File: src/rtl/video_pkg.sv
// Shared timing defaults, pattern encodings and colour constants for the
// video test-pattern source.
package video_pkg;

  localparam int DEF_H_ACTIVE = 640;
  localparam int DEF_H_FP     = 16;
  localparam int DEF_H_SYNC   = 96;
  localparam int DEF_H_BP     = 48;
  localparam int DEF_V_ACTIVE = 480;
  localparam int DEF_V_FP     = 10;
  localparam int DEF_V_SYNC   = 2;
  localparam int DEF_V_BP     = 33;

  typedef enum logic [3:0] {
    PAT_BARS  = 4'd0,
    PAT_GRAD  = 4'd1,
    PAT_CHECK = 4'd2,
    PAT_WHITE = 4'd3
  } pat_e;

  typedef struct packed {
    logic [7:0] r;
    logic [7:0] g;
    logic [7:0] b;
  } rgb_t;

  localparam rgb_t C_WHITE   = 24'hFFFFFF;
  localparam rgb_t C_YELLOW  = 24'hFFFF00;
  localparam rgb_t C_CYAN    = 24'h00FFFF;
  localparam rgb_t C_GREEN   = 24'h00FF00;
  localparam rgb_t C_MAGENTA = 24'hFF00FF;
  localparam rgb_t C_RED     = 24'hFF0000;
  localparam rgb_t C_BLUE    = 24'h0000FF;
  localparam rgb_t C_BLACK   = 24'h000000;

  function automatic rgb_t bar_colour(input logic [2:0] idx);
    rgb_t c;
    case (idx)
      3'd0:    c = C_WHITE;
      3'd1:    c = C_YELLOW;
      3'd2:    c = C_CYAN;
      3'd3:    c = C_GREEN;
      3'd4:    c = C_MAGENTA;
      3'd5:    c = C_RED;
      3'd6:    c = C_BLUE;
      default: c = C_BLACK;
    endcase
    return c;
  endfunction

endpackage

File: src/rtl/video_pattern_gen_pattern_lut.sv
// Combinational pixel colour lookup for the selected test pattern; returns
// black outside the active region.
module pattern_lut
  import video_pkg::*;
(
  input  logic [3:0] i_pat,
  input  logic [2:0] i_bar_idx,
  input  logic [7:0] i_h_cnt,
  input  logic [7:0] i_v_cnt,
  input  logic       i_active,
  output rgb_t       o_rgb
);

  always_comb begin
    o_rgb = C_BLACK;
    if (i_active) begin
      case (i_pat)
        PAT_BARS:  o_rgb = bar_colour(i_bar_idx);
        PAT_GRAD:  o_rgb = '{r: i_h_cnt, g: i_v_cnt, b: 8'h80};
        PAT_CHECK: o_rgb = (i_h_cnt[5] ^ i_v_cnt[5]) ? C_WHITE : C_BLACK;
        PAT_WHITE: o_rgb = C_WHITE;
        default:   o_rgb = C_BLACK;
      endcase
    end
  end

endmodule

File: src/rtl/video_pattern_gen.sv
// Raster timing generator with registered sync/VDE outputs and a per-frame
// latched test-pattern select.
module video_pattern_gen
  import video_pkg::*;
#(
  parameter int H_ACTIVE = DEF_H_ACTIVE,
  parameter int H_FP     = DEF_H_FP,
  parameter int H_SYNC   = DEF_H_SYNC,
  parameter int H_BP     = DEF_H_BP,
  parameter int V_ACTIVE = DEF_V_ACTIVE,
  parameter int V_FP     = DEF_V_FP,
  parameter int V_SYNC   = DEF_V_SYNC,
  parameter int V_BP     = DEF_V_BP,
  parameter int HS_POL   = 0,
  parameter int VS_POL   = 0
)(
  input  logic        clk,
  input  logic        n_rst,
  input  logic [3:0]  sw,
  output logic [23:0] o_vid_data,
  output logic        o_vid_hsync,
  output logic        o_vid_vsync,
  output logic        o_vid_VDE,
  output logic        o_frame_start
);

  localparam int H_TOTAL = H_ACTIVE + H_FP + H_SYNC + H_BP;
  localparam int V_TOTAL = V_ACTIVE + V_FP + V_SYNC + V_BP;
  localparam int HW      = $clog2(H_TOTAL);
  localparam int VW      = $clog2(V_TOTAL);
  localparam int BAR_W   = H_ACTIVE / 8;
  localparam int BW      = (BAR_W > 1) ? $clog2(BAR_W) : 1;

  localparam logic HS_ON = (HS_POL != 0);
  localparam logic VS_ON = (VS_POL != 0);

  // One extra bit so sync end markers equal to the total never overflow.
  localparam logic [HW:0] H_ACT_C = (HW+1)'(H_ACTIVE);
  localparam logic [HW:0] H_SS_C  = (HW+1)'(H_ACTIVE + H_FP);
  localparam logic [HW:0] H_SE_C  = (HW+1)'(H_ACTIVE + H_FP + H_SYNC);
  localparam logic [VW:0] V_ACT_C = (VW+1)'(V_ACTIVE);
  localparam logic [VW:0] V_SS_C  = (VW+1)'(V_ACTIVE + V_FP);
  localparam logic [VW:0] V_SE_C  = (VW+1)'(V_ACTIVE + V_FP + V_SYNC);

  logic [HW-1:0] r_h_cnt;
  logic [VW-1:0] r_v_cnt;
  logic [3:0]    r_pat;
  logic [2:0]    r_bar_idx;
  logic [BW-1:0] r_bar_px;

  logic w_h_last;
  logic w_v_last;
  logic w_active;
  logic w_hs_on;
  logic w_vs_on;
  logic w_first;
  rgb_t w_rgb;

  assign w_h_last = (r_h_cnt == HW'(H_TOTAL - 1));
  assign w_v_last = (r_v_cnt == VW'(V_TOTAL - 1));
  assign w_active = ({1'b0, r_h_cnt} < H_ACT_C) && ({1'b0, r_v_cnt} < V_ACT_C);
  assign w_hs_on  = ({1'b0, r_h_cnt} >= H_SS_C) && ({1'b0, r_h_cnt} < H_SE_C);
  assign w_vs_on  = ({1'b0, r_v_cnt} >= V_SS_C) && ({1'b0, r_v_cnt} < V_SE_C);
  assign w_first  = (r_h_cnt == '0) && (r_v_cnt == '0);

  always_ff @(posedge clk or negedge n_rst) begin
    if (!n_rst) begin
      r_h_cnt   <= '0;
      r_v_cnt   <= '0;
      r_pat     <= '0;
      r_bar_idx <= '0;
      r_bar_px  <= '0;
    end else begin
      if (w_h_last) begin
        r_h_cnt <= '0;
        r_v_cnt <= w_v_last ? '0 : r_v_cnt + 1'b1;
      end else begin
        r_h_cnt <= r_h_cnt + 1'b1;
      end

      if (w_h_last && w_v_last) begin
        r_pat <= sw;
      end

      // Bar index steps every BAR_W pixels and parks on the last bar.
      if (w_h_last) begin
        r_bar_px  <= '0;
        r_bar_idx <= '0;
      end else if (r_bar_px == BW'(BAR_W - 1)) begin
        r_bar_px <= '0;
        if (r_bar_idx != 3'd7) begin
          r_bar_idx <= r_bar_idx + 1'b1;
        end
      end else begin
        r_bar_px <= r_bar_px + 1'b1;
      end
    end
  end

  pattern_lut u_lut (
    .i_pat     (r_pat),
    .i_bar_idx (r_bar_idx),
    .i_h_cnt   (8'(r_h_cnt)),
    .i_v_cnt   (8'(r_v_cnt)),
    .i_active  (w_active),
    .o_rgb     (w_rgb)
  );

  always_ff @(posedge clk or negedge n_rst) begin
    if (!n_rst) begin
      o_vid_data    <= '0;
      o_vid_VDE     <= 1'b0;
      o_frame_start <= 1'b0;
      o_vid_hsync   <= ~HS_ON;
      o_vid_vsync   <= ~VS_ON;
    end else begin
      o_vid_data    <= w_rgb;
      o_vid_VDE     <= w_active;
      o_frame_start <= w_first;
      o_vid_hsync   <= w_hs_on ? HS_ON : ~HS_ON;
      o_vid_vsync   <= w_vs_on ? VS_ON : ~VS_ON;
    end
  end

endmodule

File: config.mk
export PLATFORM = sky130hd
export DESIGN_NAME = video_pattern_gen
export DESIGN_NICKNAME = d
export VERILOG_FILES = /design/src/rtl/video_pkg.sv /design/src/rtl/video_pattern_gen_pattern_lut.sv /design/src/rtl/video_pattern_gen.sv
export SDC_FILE = /design/constraint.sdc
export NUM_CORES = 1
export LEC_CHECK = 0
export CAP_MARGIN = 20
export CELL_PAD_IN_SITES_DETAIL_PLACEMENT = 1
export CELL_PAD_IN_SITES_GLOBAL_PLACEMENT = 1
export CORE_MARGIN = 3
export CORE_UTILIZATION = 30
export CTS_CLUSTER_DIAMETER = 50
export DETAILED_ROUTE_END_ITERATION = 16
export HOLD_SLACK_MARGIN = 0.02
export PLACE_DENSITY_LB_ADDON = 0.3
export SLEW_MARGIN = 10
export SYNTH_ARGS = -nofsm -noshare
export SYNTH_HDL_FRONTEND = slang
export SYNTH_SLANG_ARGS = --single-unit
File: constraint.sdc
create_clock -name clk -period 3.7 [get_ports clk]
set_clock_uncertainty 0.1 [all_clocks]
set_input_delay 0.925 -clock clk [delete_from_list [all_inputs] [get_ports clk]]
set_output_delay 0.925 -clock clk [all_outputs]
set_load 0.005 [all_outputs]
==> flow_metrics.tcl <==
set metrics [dict create \
    synthTopCellsByArea "dfrtp_1, ha_1, a21oi_1" \
    grt_pass1_wl_um 9300 \
    cpPeakStageDelay_ps 530 \
    crit_slowest_cell "dfstp_2" \
    cp_num_buf_inv 1 \
    wl_per_cell_um 14.8 \
    critical_path_peak_fanout 1 \
    switchingPower_mw 0.210 \
    powerDensity_nw_per_um2 317 \
    required_ps 2670 \
    grt.total_usage_pct 11.7 \
    r2r-start "r_h_cnt[0]" \
    power.internal_mw 0.768 \
    drt_iter0_drc 84 \
    seq_area_frac_synth_pct 53.3 \
    worstHoldPathType "flop to flop" \
    cts_tree "built" \
    core_area_um2 8380 \
    ctsHoldBuffers 0 \
    rrSetupSlack_ps 1550 \
    hold_viol 0 \
    cp_top_family "flip-flops" \
    via_count 1847 \
    dpl.hpwl_um 4130 \
    rsz0062_at_grt "false" \
    firstDrtPassIters 4 \
    fp.dieArea_um2 9940 \
    syn_area_um2 2630 \
    max_slew_margin_pct 41.0 \
    syn_nets 268 \
    synth_seq_cells 56 \
    initial_core_util_pct 31.4 \
    status "finished, final reports clean" \
    worstPathCellList "clkdlybuf4s50_1" \
    ys_async_sr_fraction_pct 100 \
    fmax_ghz 0.426 \
    yosysTopAreaCell "dfrtp_1" \
    grt_max_degree 41 \
    cts_sinks 56 \
    min_from "r_bar_px[0]" \
    yosys_warnings 0 \
    worst_pin_slew_ps 885 \
    hold_end "r_bar_px[0]" \
    post-route-period-util_pct 63.4 \
    nets 291 \
    crit_path_start_kind "flop" \
    setup_viol 0 \
    fillerInstances 942 \
    p_leak_nw 1.25 \
    reg2reg_depth 5 \
    fp.dieW_um 99.7 \
    clock_latency_ps 310 \
    routed_wl_um 5620 \
    hold_path_depth 1 \
    rows 33 \
    switching_share_pct 21.5 \
    cp.depth 1 \
    ys.flop_type "dfrtp_1" \
    stdcell_count 380 \
    peakVddDrop_mv 0.121 \
    cts_root_buf "clkbuf_8" \
    syn_area_per_cell_um2 10.5 \
    clockBufferDepth 2 \
    postRouteAntennaNets 0 \
    ios 34 \
    antenna_found_initial 0 \
    synthCells 251 \
    cp-end-kind "output port" \
    maxCapViolations 0 \
    drc 0 \
    cts_made_buffers 5 \
    dp_cells 372 \
    syn_to_final_growth_pct 17.4 \
    synth-edff-count 0 \
    cts_resized 0 \
    clk_pin_slew_ps 100 \
    final_cell_mix "dfrtp_1, clkdlybuf4s50_1, a21oi_1, nand2_1, nor2_1" \
    reg2reg_to "r_pat[1]" \
    worst_ep_arrival_time_ps 1320 \
    cts_setup_buffers 0 \
    diodes 0 \
    crit_type "flop to output port" \
    numPortBuffers 33 \
    gp_congestion 0.806 \
    vias_per_cell 4.86 \
    globalRoute.totalOverflow 0 \
    htreeDepth 2 \
    finalSetupTns_ps 0 \
    synth_cell_types 42 \
    fin_crit_ps 2350 \
    first_global_vias 1882 \
    seqPwrFrac_pct 62.5 \
    comb_power_share_pct 1.7 \
    yosys.area.top_type_share_pct 51.3 \
    clkPwrFrac_pct 35.8 \
    layout_commonest_cell "dfrtp_1" \
    fp.dieH_um 99.7 \
    drv_slew 0 \
    final_layout_size_suffix_gt1_share_pct 9.09 \
]
[per-layer routing]
layer  track usage, %  up-vias  share of wire, %
met5                0        -                 0
met4             3.78        0               1.5
met3             1.82        6               2.9
met2             19.4       32                47
met1             15.5      908                49
li1                 -      901                 -
[worst max-delay path by stage]
stage / slack [ps] / endpoint / from
final: 1350 / o_vid_vsync / o_vid_vsync
after global routing: 1300 / o_vid_data[6] / o_vid_data[6]
after CTS: 1330 / o_vid_vsync / o_vid_vsync
after detailed placement: 1510 / r_pat[1] / r_h_cnt[0]
after global placement: 1630 / r_pat[1] / r_h_cnt[0]
after floorplan: 1710 / r_pat[0] / r_h_cnt[0]
[state kept, by name, indices dropped and copies added, names as in the netlist]
| name | count |
|---|---|
| r_v_cnt | 10 |
| o_vid_hsync | 1 |
| r_bar_idx | 3 |
| o_vid_vsync | 1 |
| o_vid_data | 18 |
| r_pat | 4 |
| o_vid_VDE | 1 |
| r_h_cnt | 10 |
| o_frame_start | 1 |
| r_bar_px | 7 |
[synth_stat cells, drive strengths merged, types with 6 or more instances]
master and instances:
and3 8, nand4 9, nand2 21, clkbuf 8, inv 8, nand3 14
nor4 6, buf 11, nor2 20, xor2 7, ha 11, dfrtp 54
o21ai 8, xnor2 11, a21oi 21
[cell type report]
cell class	count	area, um^2	share of cell area (%)
sequential	56	1400	45.4
multi-input combinational	168	1090	35.2
timing repair buffer	35	340	11.0
tap	105	131	4.25
clock buffer	6	82.6	2.67
inverter	8	30.0	0.971
clock inverter	2	15.0	0.486
[logic make-up after synthesis]
kind of cell | after synthesis | synth area share, %
flip-flops | 56 | 53.3
XOR/XNOR | 18 | 5.99
buffers and inverters | 27 | 5.37
AND/OR/NAND/NOR | 97 | 20.1
multiplexers | 5 | 2.09
adder cells (fa/ha/maj) | 11 | 5.23
AO/OA/AOI/OAI | 37 | 7.93
[power by group through the flow]
stage | Clock (mW) | Combinational (mW) | Sequential, mW
final | 0.350 | 0.0167 | 0.612
after global routing | 0.387 | 0.0198 | 0.612
after CTS | 0.369 | 0.0181 | 0.612
after detailed placement | 0 | 0.0182 | 0.624
after global placement | 0 | 0.0178 | 0.624
after floorplan | 0 | 0.0000361 | 0.624
[per-stage QoR]
stage          power, mW  hold slack (ps)  cell area [um^2]  util [%]  setup WS [ps]
6_report           0.979              360              3090      36.9           1350
5_1_grt             1.02              396              3090      36.9           1300
4_1_cts            0.999              360              3090      36.9           1330
3_5_place_dp       0.642              345              2990      35.7           1510
3_3_place_gp       0.641              343              2990      35.7           1630
2_1_floorplan      0.624              325              2630         -           1710
No activity file was read; power rests on OpenSTA's default activity.
